--- src/rtl/mips_pkg.sv ---
// Shared types and constants for the CPU-to-pad memory bridge.
package mips_pkg;

  typedef enum logic [2:0] {
    IDLE,
    REQ,
    CAPTURE,
    RELEASE,
    DONE,
    ERR
  } bridge_state_t;

  // Read data returned on a timed-out transaction; sliced to DWIDTH at use.
  localparam logic [63:0] ERR_DATA = '1;

endpackage

--- src/rtl/mem_bridge_sync2.sv ---
// Two-flop synchronizer for the asynchronous pad acknowledge.
module sync2 (
  input  logic clk,
  input  logic reset,
  input  logic d,
  output logic q
);

  logic meta;

  always_ff @(posedge clk) begin
    if (reset) begin
      meta <= 1'b0;
      q    <= 1'b0;
    end else begin
      meta <= d;
      q    <= meta;
    end
  end

endmodule

--- src/rtl/mem_bridge.sv ---
// CPU memread/memwrite to external pad strobe/acknowledge handshake bridge.
// Define MEM_BRIDGE_TIMEOUT_EN to enable the acknowledge timeout and ERR state.
module mem_bridge
  import mips_pkg::*;
#(
  parameter int AWIDTH  = 8,
  parameter int DWIDTH  = 8,
  parameter int TIMEOUT = 255
) (
  input  logic                     clk,
  input  logic                     reset,
  input  logic                     cpu_req,
  input  logic                     cpu_we,
  input  logic [AWIDTH-1:0]        cpu_adr,
  input  logic [DWIDTH-1:0]        cpu_wdata,
  output logic [DWIDTH-1:0]        cpu_rdata,
  output logic                     cpu_rvalid,
  output logic                     cpu_stall,
  input  logic [DWIDTH-1:0]        pad_in,
  input  logic                     pad_ack,
  output logic [AWIDTH+DWIDTH-1:0] pad_out,
  output logic [1:0]               pad_ctrl,
  output logic [AWIDTH+DWIDTH+1:0] pad_oeb,
  output logic                     err
);

  bridge_state_t state, next_state;

  logic              ack_s;
  logic [AWIDTH-1:0] adr_q;
  logic [DWIDTH-1:0] wdata_q;
  logic              we_q;
  logic [DWIDTH-1:0] rdata_q;
  logic              latch_en;
  logic              capture_en;
  logic              strobe;
  logic              rvalid;
  logic              stall;

  sync2 u_sync2 (
    .clk   (clk),
    .reset (reset),
    .d     (pad_ack),
    .q     (ack_s)
  );

`ifdef MEM_BRIDGE_TIMEOUT_EN
  localparam int CW = (TIMEOUT > 1) ? $clog2(TIMEOUT + 1) : 1;

  logic [CW-1:0] cnt;
  logic          timed_out;
  logic          err_q;

  assign timed_out = (cnt == CW'(TIMEOUT));

  // Counts consecutive cycles spent waiting in REQ or RELEASE; clears on any move.
  always_ff @(posedge clk) begin
    if (reset) begin
      cnt <= '0;
    end else if ((state == REQ || state == RELEASE) && next_state == state) begin
      cnt <= cnt + 1'b1;
    end else begin
      cnt <= '0;
    end
  end

  always_ff @(posedge clk) begin
    if (reset) begin
      err_q <= 1'b0;
    end else if (next_state == ERR) begin
      err_q <= 1'b1;
    end
  end

  assign err = err_q;
`else
  assign err = 1'b0;
`endif

  always_ff @(posedge clk) begin
    if (reset) begin
      state <= IDLE;
    end else begin
      state <= next_state;
    end
  end

  always_comb begin
    next_state = state;
    stall      = 1'b1;
    strobe     = 1'b0;
    rvalid     = 1'b0;
    latch_en   = 1'b0;
    capture_en = 1'b0;
    case (state)
      IDLE: begin
        stall = cpu_req;
        if (cpu_req) begin
          latch_en   = 1'b1;
          next_state = REQ;
        end
      end
      REQ: begin
        strobe = 1'b1;
        if (ack_s) begin
          next_state = CAPTURE;
`ifdef MEM_BRIDGE_TIMEOUT_EN
        end else if (timed_out) begin
          next_state = ERR;
`endif
        end
      end
      CAPTURE: begin
        capture_en = ~we_q;
        next_state = RELEASE;
      end
      RELEASE: begin
        if (!ack_s) begin
          next_state = DONE;
`ifdef MEM_BRIDGE_TIMEOUT_EN
        end else if (timed_out) begin
          next_state = ERR;
`endif
        end
      end
      DONE: begin
        stall      = 1'b0;
        rvalid     = ~we_q;
        next_state = IDLE;
      end
`ifdef MEM_BRIDGE_TIMEOUT_EN
      ERR: begin
        rvalid     = ~we_q;
        next_state = IDLE;
      end
`endif
      default: next_state = IDLE;
    endcase
  end

  always_ff @(posedge clk) begin
    if (reset) begin
      adr_q   <= '0;
      wdata_q <= '0;
      we_q    <= 1'b0;
    end else if (latch_en) begin
      adr_q   <= cpu_adr;
      wdata_q <= cpu_wdata;
      we_q    <= cpu_we;
    end
  end

  // ERR data is loaded on entry so it is already visible during the ERR pulse.
  always_ff @(posedge clk) begin
    if (reset) begin
      rdata_q <= '0;
    end else if (capture_en) begin
      rdata_q <= pad_in;
`ifdef MEM_BRIDGE_TIMEOUT_EN
    end else if (next_state == ERR) begin
      rdata_q <= ERR_DATA[DWIDTH-1:0];
`endif
    end
  end

  assign cpu_rdata  = rdata_q;
  assign cpu_rvalid = rvalid;
  assign cpu_stall  = stall;
  assign pad_out    = {adr_q, wdata_q};
  assign pad_ctrl   = {we_q, strobe};
  assign pad_oeb    = '0;

endmodule
--- config.mk ---
export PLATFORM = sky130hd
export DESIGN_NAME = mem_bridge
export DESIGN_NICKNAME = d
export VERILOG_FILES = /design/src/rtl/mips_pkg.sv /design/src/rtl/mem_bridge_sync2.sv /design/src/rtl/mem_bridge.sv
export SDC_FILE = /design/constraint.sdc
export NUM_CORES = 1
export LEC_CHECK = 0
export ABC_AREA = 1
export BUFFER_PORTS_ARGS = -buffer_cell sky130_fd_sc_hd__buf_2
export CORE_ASPECT_RATIO = 1.25
export CORE_UTILIZATION = 25
export CTS_CLUSTER_SIZE = 30
export DETAILED_ROUTE_END_ITERATION = 12
export GPL_ROUTABILITY_DRIVEN = 0
export HOLD_SLACK_MARGIN = 0.08
export PLACE_DENSITY = 0.47
export SLEW_MARGIN = 20
export SYNTH_ARGS = -nofsm -noshare
export SYNTH_HDL_FRONTEND = slang
export SYNTH_SLANG_ARGS = --single-unit
--- constraint.sdc ---
create_clock -name clk -period 1.35 [get_ports clk]
set_clock_uncertainty 0.15 [all_clocks]
set_input_delay 0.3375 -clock clk [delete_from_list [all_inputs] [get_ports clk]]
set_output_delay 0.3375 -clock clk [all_outputs]
set_load 0.005 [all_outputs]
* Word level (Yosys, flattened, before mapping) *
Index checks and enable logic that the tools add are counted.

word-level totals
  ROM bits = 0
  bits of input ports = 29
  output and inout port bits = 47
  memories kept = 0
  bits in latches = 0
  register bits after elaboration = 30
  bits in writable memories = 0

cells by class
  divide/modulo/power cells = 0
  reductions and logical operators = 2
  order comparisons = 0
  multipliers = 0
  equal/unequal tests = 7
  bitwise logic cells = 1
  multiplexer cells = 10
  shift-type cells = 0
  $add $sub $neg = 0

operators by type and width
  kind                  number
  $pmux W3 S4           1
  $mux W3               3
  $eq A3 B2 Y1 const B  2
  $mux W1               5
  $ne A2 B2 Y1 const B  2
  $eq A3 B1 Y1 const B  1
  $eq A3 B3 Y1 const B  1
  $logic_not A3 Y1      1
  $reduce_and A3 Y1     1
  $ne A2 B1 Y1 const B  1
  $pmux W1 S2           1
  $not A1 Y1            1

* Depth between registers and ports, before layout *
  depth after elaboration = 3
  depth in mapped cells = 7
  gate-level depth less buffers = 7

* By module *
From an unflattened synthesis, not the netlist that was laid out.

second synthesis, totals
  cell total of the unflattened synthesis = 166
  area total of the unflattened synthesis = 1293.7 um^2

modules (own cells, without submodules)
  module      area each (um^2)  cells each  seq. area each (um^2)  instances
  mem_bridge  1238.7            160         560.5                  1
  sync2       55.1              6           40.0                   1

* Worst setup path before layout *
No wires, ideal clock.

  path kind = reg-to-output
  from = register state[1]
  to = output port cpu_stall
  slack = -0.003 ns
  required time = 0.863 ns
  stages on the path, launching flop included = 5
  arrival time = 0.866 ns
  path through = dfxtp_1 > inv_2 > nand3_4 > buf_2 > nand3_1

on the way
  cells in the longest elaborated chain, start to end = 2
  elaborated cells on any way between the ends = 3

ends and longest elaborated chain
  element                                                  line              source
  start: declaration                                       mem_bridge.sv:27  bridge_state_t state, next_state;
  start signal: assignment                                 mem_bridge.sv:84  state <= next_state;
  $eq A3 B3 Y1 / $logic_not A3 Y1 (equally long branches)  mem_bridge.sv:95  case (state)
  $pmux W1 S2 (*)                                          mem_bridge.sv:95
  end: declaration                                         mem_bridge.sv:18  output logic cpu_stall,

Mark *: on every way between the ends. The rest lies on a longest branch, timed or not.

* Worst setup path in the final report *
  from = register state[0]
  to = output port cpu_stall

The elaborated chain is that of the path after synthesis.

==> flow_results.org <==
** Power and ir drop
- Peak supply drop :: 0.0004829 V
- The share of total power dissipated in sequential elements is between 40% and 50%.
- Leakage power total :: 0.8631 nW
- Pwr per Cell Area :: approximately 1600 nW/µm²
- For this design the total switching power over the nets is 0.0009458 W.
- Combinational cells account for 32.1% of the total power.
- Internal Dissipation :: about 0.0019 W
- Clock power frac :: a little over a quarter
- In this run switching power makes up 33.21% of total power.

** Floorplan
- Die extent in y :: about 83 µm
- Initial core utilization :: 25.80%
- Horizontal die dimension :: 66.53 µm
- Placement Rows :: 29
- The die covers roughly 5500 µm².
- I/O pin total :: 76
- Core ar. :: between 5000 and 6000 µm²

** Final layout
- Final cell count without fillers :: 291
- Cells with a size suffix above 1 make up between 30% and 40% of the layout.
- Antenna diodes :: 0
- After the last flow step, the layout net total stands at about 260.
- Area Overhead vs Synth :: 37.50%
- Top library cells by usage in the layout, fill and taps aside :: buf_2 (55), inv_1 (30), dfxtp_1 (26)
- The library cell used most frequently in the layout, excluding fill and tap cells, is buf_2.
- The filler cells instantiated in the layout total 559.

** CTS
- H-tree level count :: 2
- TritonCTS built the clock tree.
- After clock tree synthesis, the flow added hold-fix buffers numbering 0.
- Buffers inserted during clock tree synthesis total 5.
- Master cell of the clock root buffer :: clkbuf_8
- CTS sink cnt :: 30
- Insertion delay of the later-clocked pin in the worst-skew pair :: around 270 ps
- Clock transition at the registers of the reported paths :: roughly 60 ps
- No sink is reached through more buffers than the 2 on the longest clock path.

** Setup path
- The number of buffers and inverters on the critical path is 1.
- Worst endpoint required time :: 860 ps
- Register-to-register path setup slack :: -50 ps
- Cell-by-cell listing of the critical path :: nor2_4 > nand3_4 > nand3_2 > buf_2
- Counting cells, the worst reg-to-reg path comes to 8.
- Capturing element type of the critical path :: output port
- Slowest cell delay on critical path :: approximately 370 ps
- Crit path max-delay cell type :: dfxtp_4
- At the worst endpoint, the arrival time is 1060 ps.
- Worst-path maximum fanout :: 4
- By startpoint and endpoint, the worst setup path is classified as reg2out.
- The endpoint identified for the worst register-to-register timing path is state[1].
- Crit-path leading delay family :: flip-flops
- Startpoint types :: flop
- The startpoint identified for the worst register-to-register timing path is state[0].

** Detailed routing
- Post-route DRC violation count :: 0
- Before antenna repair, the detailed router went through 4 iterations.
- Count of vias placed by the detailed router :: between 1,000 and 1,500
- Ratio of routed vias to standard cells :: between 4 and 5
- Average detailed-routed wire length per instance :: just under 10 µm
- Iter 0 DRT Violations :: 33
- Overall routed net length :: 2.865 mm
- The detail route stage leaves a number of antenna-violating nets equal to 0.

** GRT
- GR Layer Usage met2 :: ~17%
- In the global route stage, met3 resource usage came out at roughly 4.3%.
- Global routing usage on met1 :: between 10% and 20%
- The via count of the first global-routing pass came to 976.
- Wire length of the first global-routing pass :: 4.167 mm
- Total routing resource utilization after global routing :: between 10% and 20%
- Pin count of the biggest net entering global routing :: 35
- Initial antenna violation count :: 0
- Global routing finished with a remaining overflow of 0.
- After global routing, the most crowded layer is met2.

** STA
- After routing, the total negative slack on setup checks comes to -604.9 ps.
- Setup repair after global routing could not meet its margin everywhere.
- Final hold violation count :: 0
- The number of pins with negative max-slew slack in the final report is 0.
- Once routing completed, OpenROAD measured the worst setup slack at -200.3 ps.
- Final setup violation count :: 4
- Final period utilization :: 114.8%
- Based on the critical path, the design can be clocked at up to 645.0 MHz.
- Clock period minus final worst setup slack :: ~1600 ps

** Placed design
- Buffers placed on the I/O ports in this run total between 50 and 60.
- HPWL after detailed placement :: a little under 2 mm
- Cell count after placement :: around 280

** Yosys
- Sequential elements use around 46% of the synthesized area.
- Unique cell type count in the Yosys netlist :: 19
- Average footprint of a synthesized cell :: about 7.8 µm²
- Gate count of the mapped netlist :: 166
- The Yosys step of the flow raised 0 warnings.
- Total of flip-flops plus latches after synthesis :: 30
- Syn Std Cell Area :: 1301 µm²

** Status
- Violated checks :: setup timing
- The flow ran to the end, but the final reports show violations.

** Hold path
- Worst hold path startpoint :: pad_ack
- Along the worst hold path, the cell count comes to 3.
- In this run the worst hold path is classified as in2reg.
- Worst hold path endpoint :: u_sync2.meta

** Flow run
- Total of max-cap violations :: 0
## repair_timing
item	CTS	global route
setup endpoints to repair	3	31
gates cloned	0	1
pin swaps	3	2
resized for setup	15	14
setup buffers	3	1
## Yosys cell counts
| cell | n | share of area, % |
|---|---|---|
| inv_2 | 3 | 0.87 |
| nand3_2 | 1 | 0.77 |
| o21ai_0 | 10 | 3.8 |
| buf_2 | 2 | 0.77 |
| clkbuf_1 | 2 | 0.58 |
| nand3_4 | 1 | 1.3 |
| nor2_4 | 1 | 0.87 |
| nor2_1 | 7 | 2.0 |
| o21ai_1 | 15 | 5.8 |
| nand3_1 | 4 | 1.5 |
| buf_4 | 23 | 13 |
| conb_1 | 1 | 0.29 |
| nand2_1 | 7 | 2.0 |
| dfxtp_1 | 30 | 46 |
| nor3_1 | 1 | 0.38 |
| nand4_1 | 1 | 0.48 |
| nor4_1 | 1 | 0.48 |
| inv_1 | 31 | 8.9 |
| a21oi_1 | 25 | 9.6 |
## worst max path at each step
stage / startpoint / end / cells past startpoint
CTS: state[1] / cpu_rvalid / 2
finish: state[0] / cpu_stall / 4
global placement: state[2] / cpu_rvalid / 3
global route: state[0] / cpu_rvalid / 2
detailed placement: state[0] / pad_ctrl[0] / 5
floorplan: state[2] / cpu_stall / 4
## per-layer routing
layer | share of wire [%] | up-vias
li1 | - | 608
met5 | 0 | -
met3 | 7.2 | 6
met1 | 43 | 515
met2 | 48 | 47
met4 | 2.0 | 0
## power groups by stage
stage / clock (W) / combinational [W] / sequential, W
2_1_floorplan: 0 / 0.000490 / 0.00121
4_1_cts: 0.000791 / 0.000866 / 0.00119
6_report: 0.000742 / 0.000913 / 0.00119
3_5_place_dp: 0 / 0.000773 / 0.00120
3_3_place_gp: 0 / 0.000769 / 0.00120
5_1_grt: 0.000827 / 0.00104 / 0.00122
## cell type report
| cell class | count | area (µm²) | area share [%] |
|---|---|---|---|
| timing repair buffer | 63 | 362.8 | 20.28 |
| sequential | 30 | 613.1 | 34.27 |
| tap | 62 | 77.57 | 4.336 |
| clock buffer | 7 | 86.33 | 4.825 |
| clock inverter | 1 | 5.005 | 0.2797 |
| multi-input combinational | 94 | 514.2 | 28.74 |
| inverter | 34 | 130.1 | 7.273 |
## cells by family after synthesis
group | synth area share, %
buffers and inverters | 24.42
AOI/OAI and AO/OA | 19.23
DFF | 46.15
and+or+nand+nor | 9.905
other | 0.2882
## state kept, by name (all words and copies together), names as in the netlist
signal,count
adr_q,8
u_sync2.q,1
state,3
cpu_rdata,8
we_q,1
wdata_q,8
u_sync2.meta,1
## per-stage QoR
step / worst slack [ps] / instance area, µm² / power [W] / util, % / hold WS (ps)
after floorplan: 12.89 / 1370 / 0.001701 / - / 238.3
after global placement: 4.628 / 1593 / 0.001968 / 31.58 / 245.5
after detailed placement: -17.69 / 1593 / 0.001973 / 31.58 / 244.8
after CTS: -201.5 / 1754 / 0.002850 / 34.78 / 104.1
after global routing: -261.9 / 1789 / 0.003088 / 35.48 / 105.2
final: -200.3 / 1789 / 0.002848 / 35.48 / 114.4
## worst min-delay path, cell delays in order
cell,delay (ps)
buf_2,80
inv_1,30
nor2_1,60
Power figures use the tool's default switching activity.
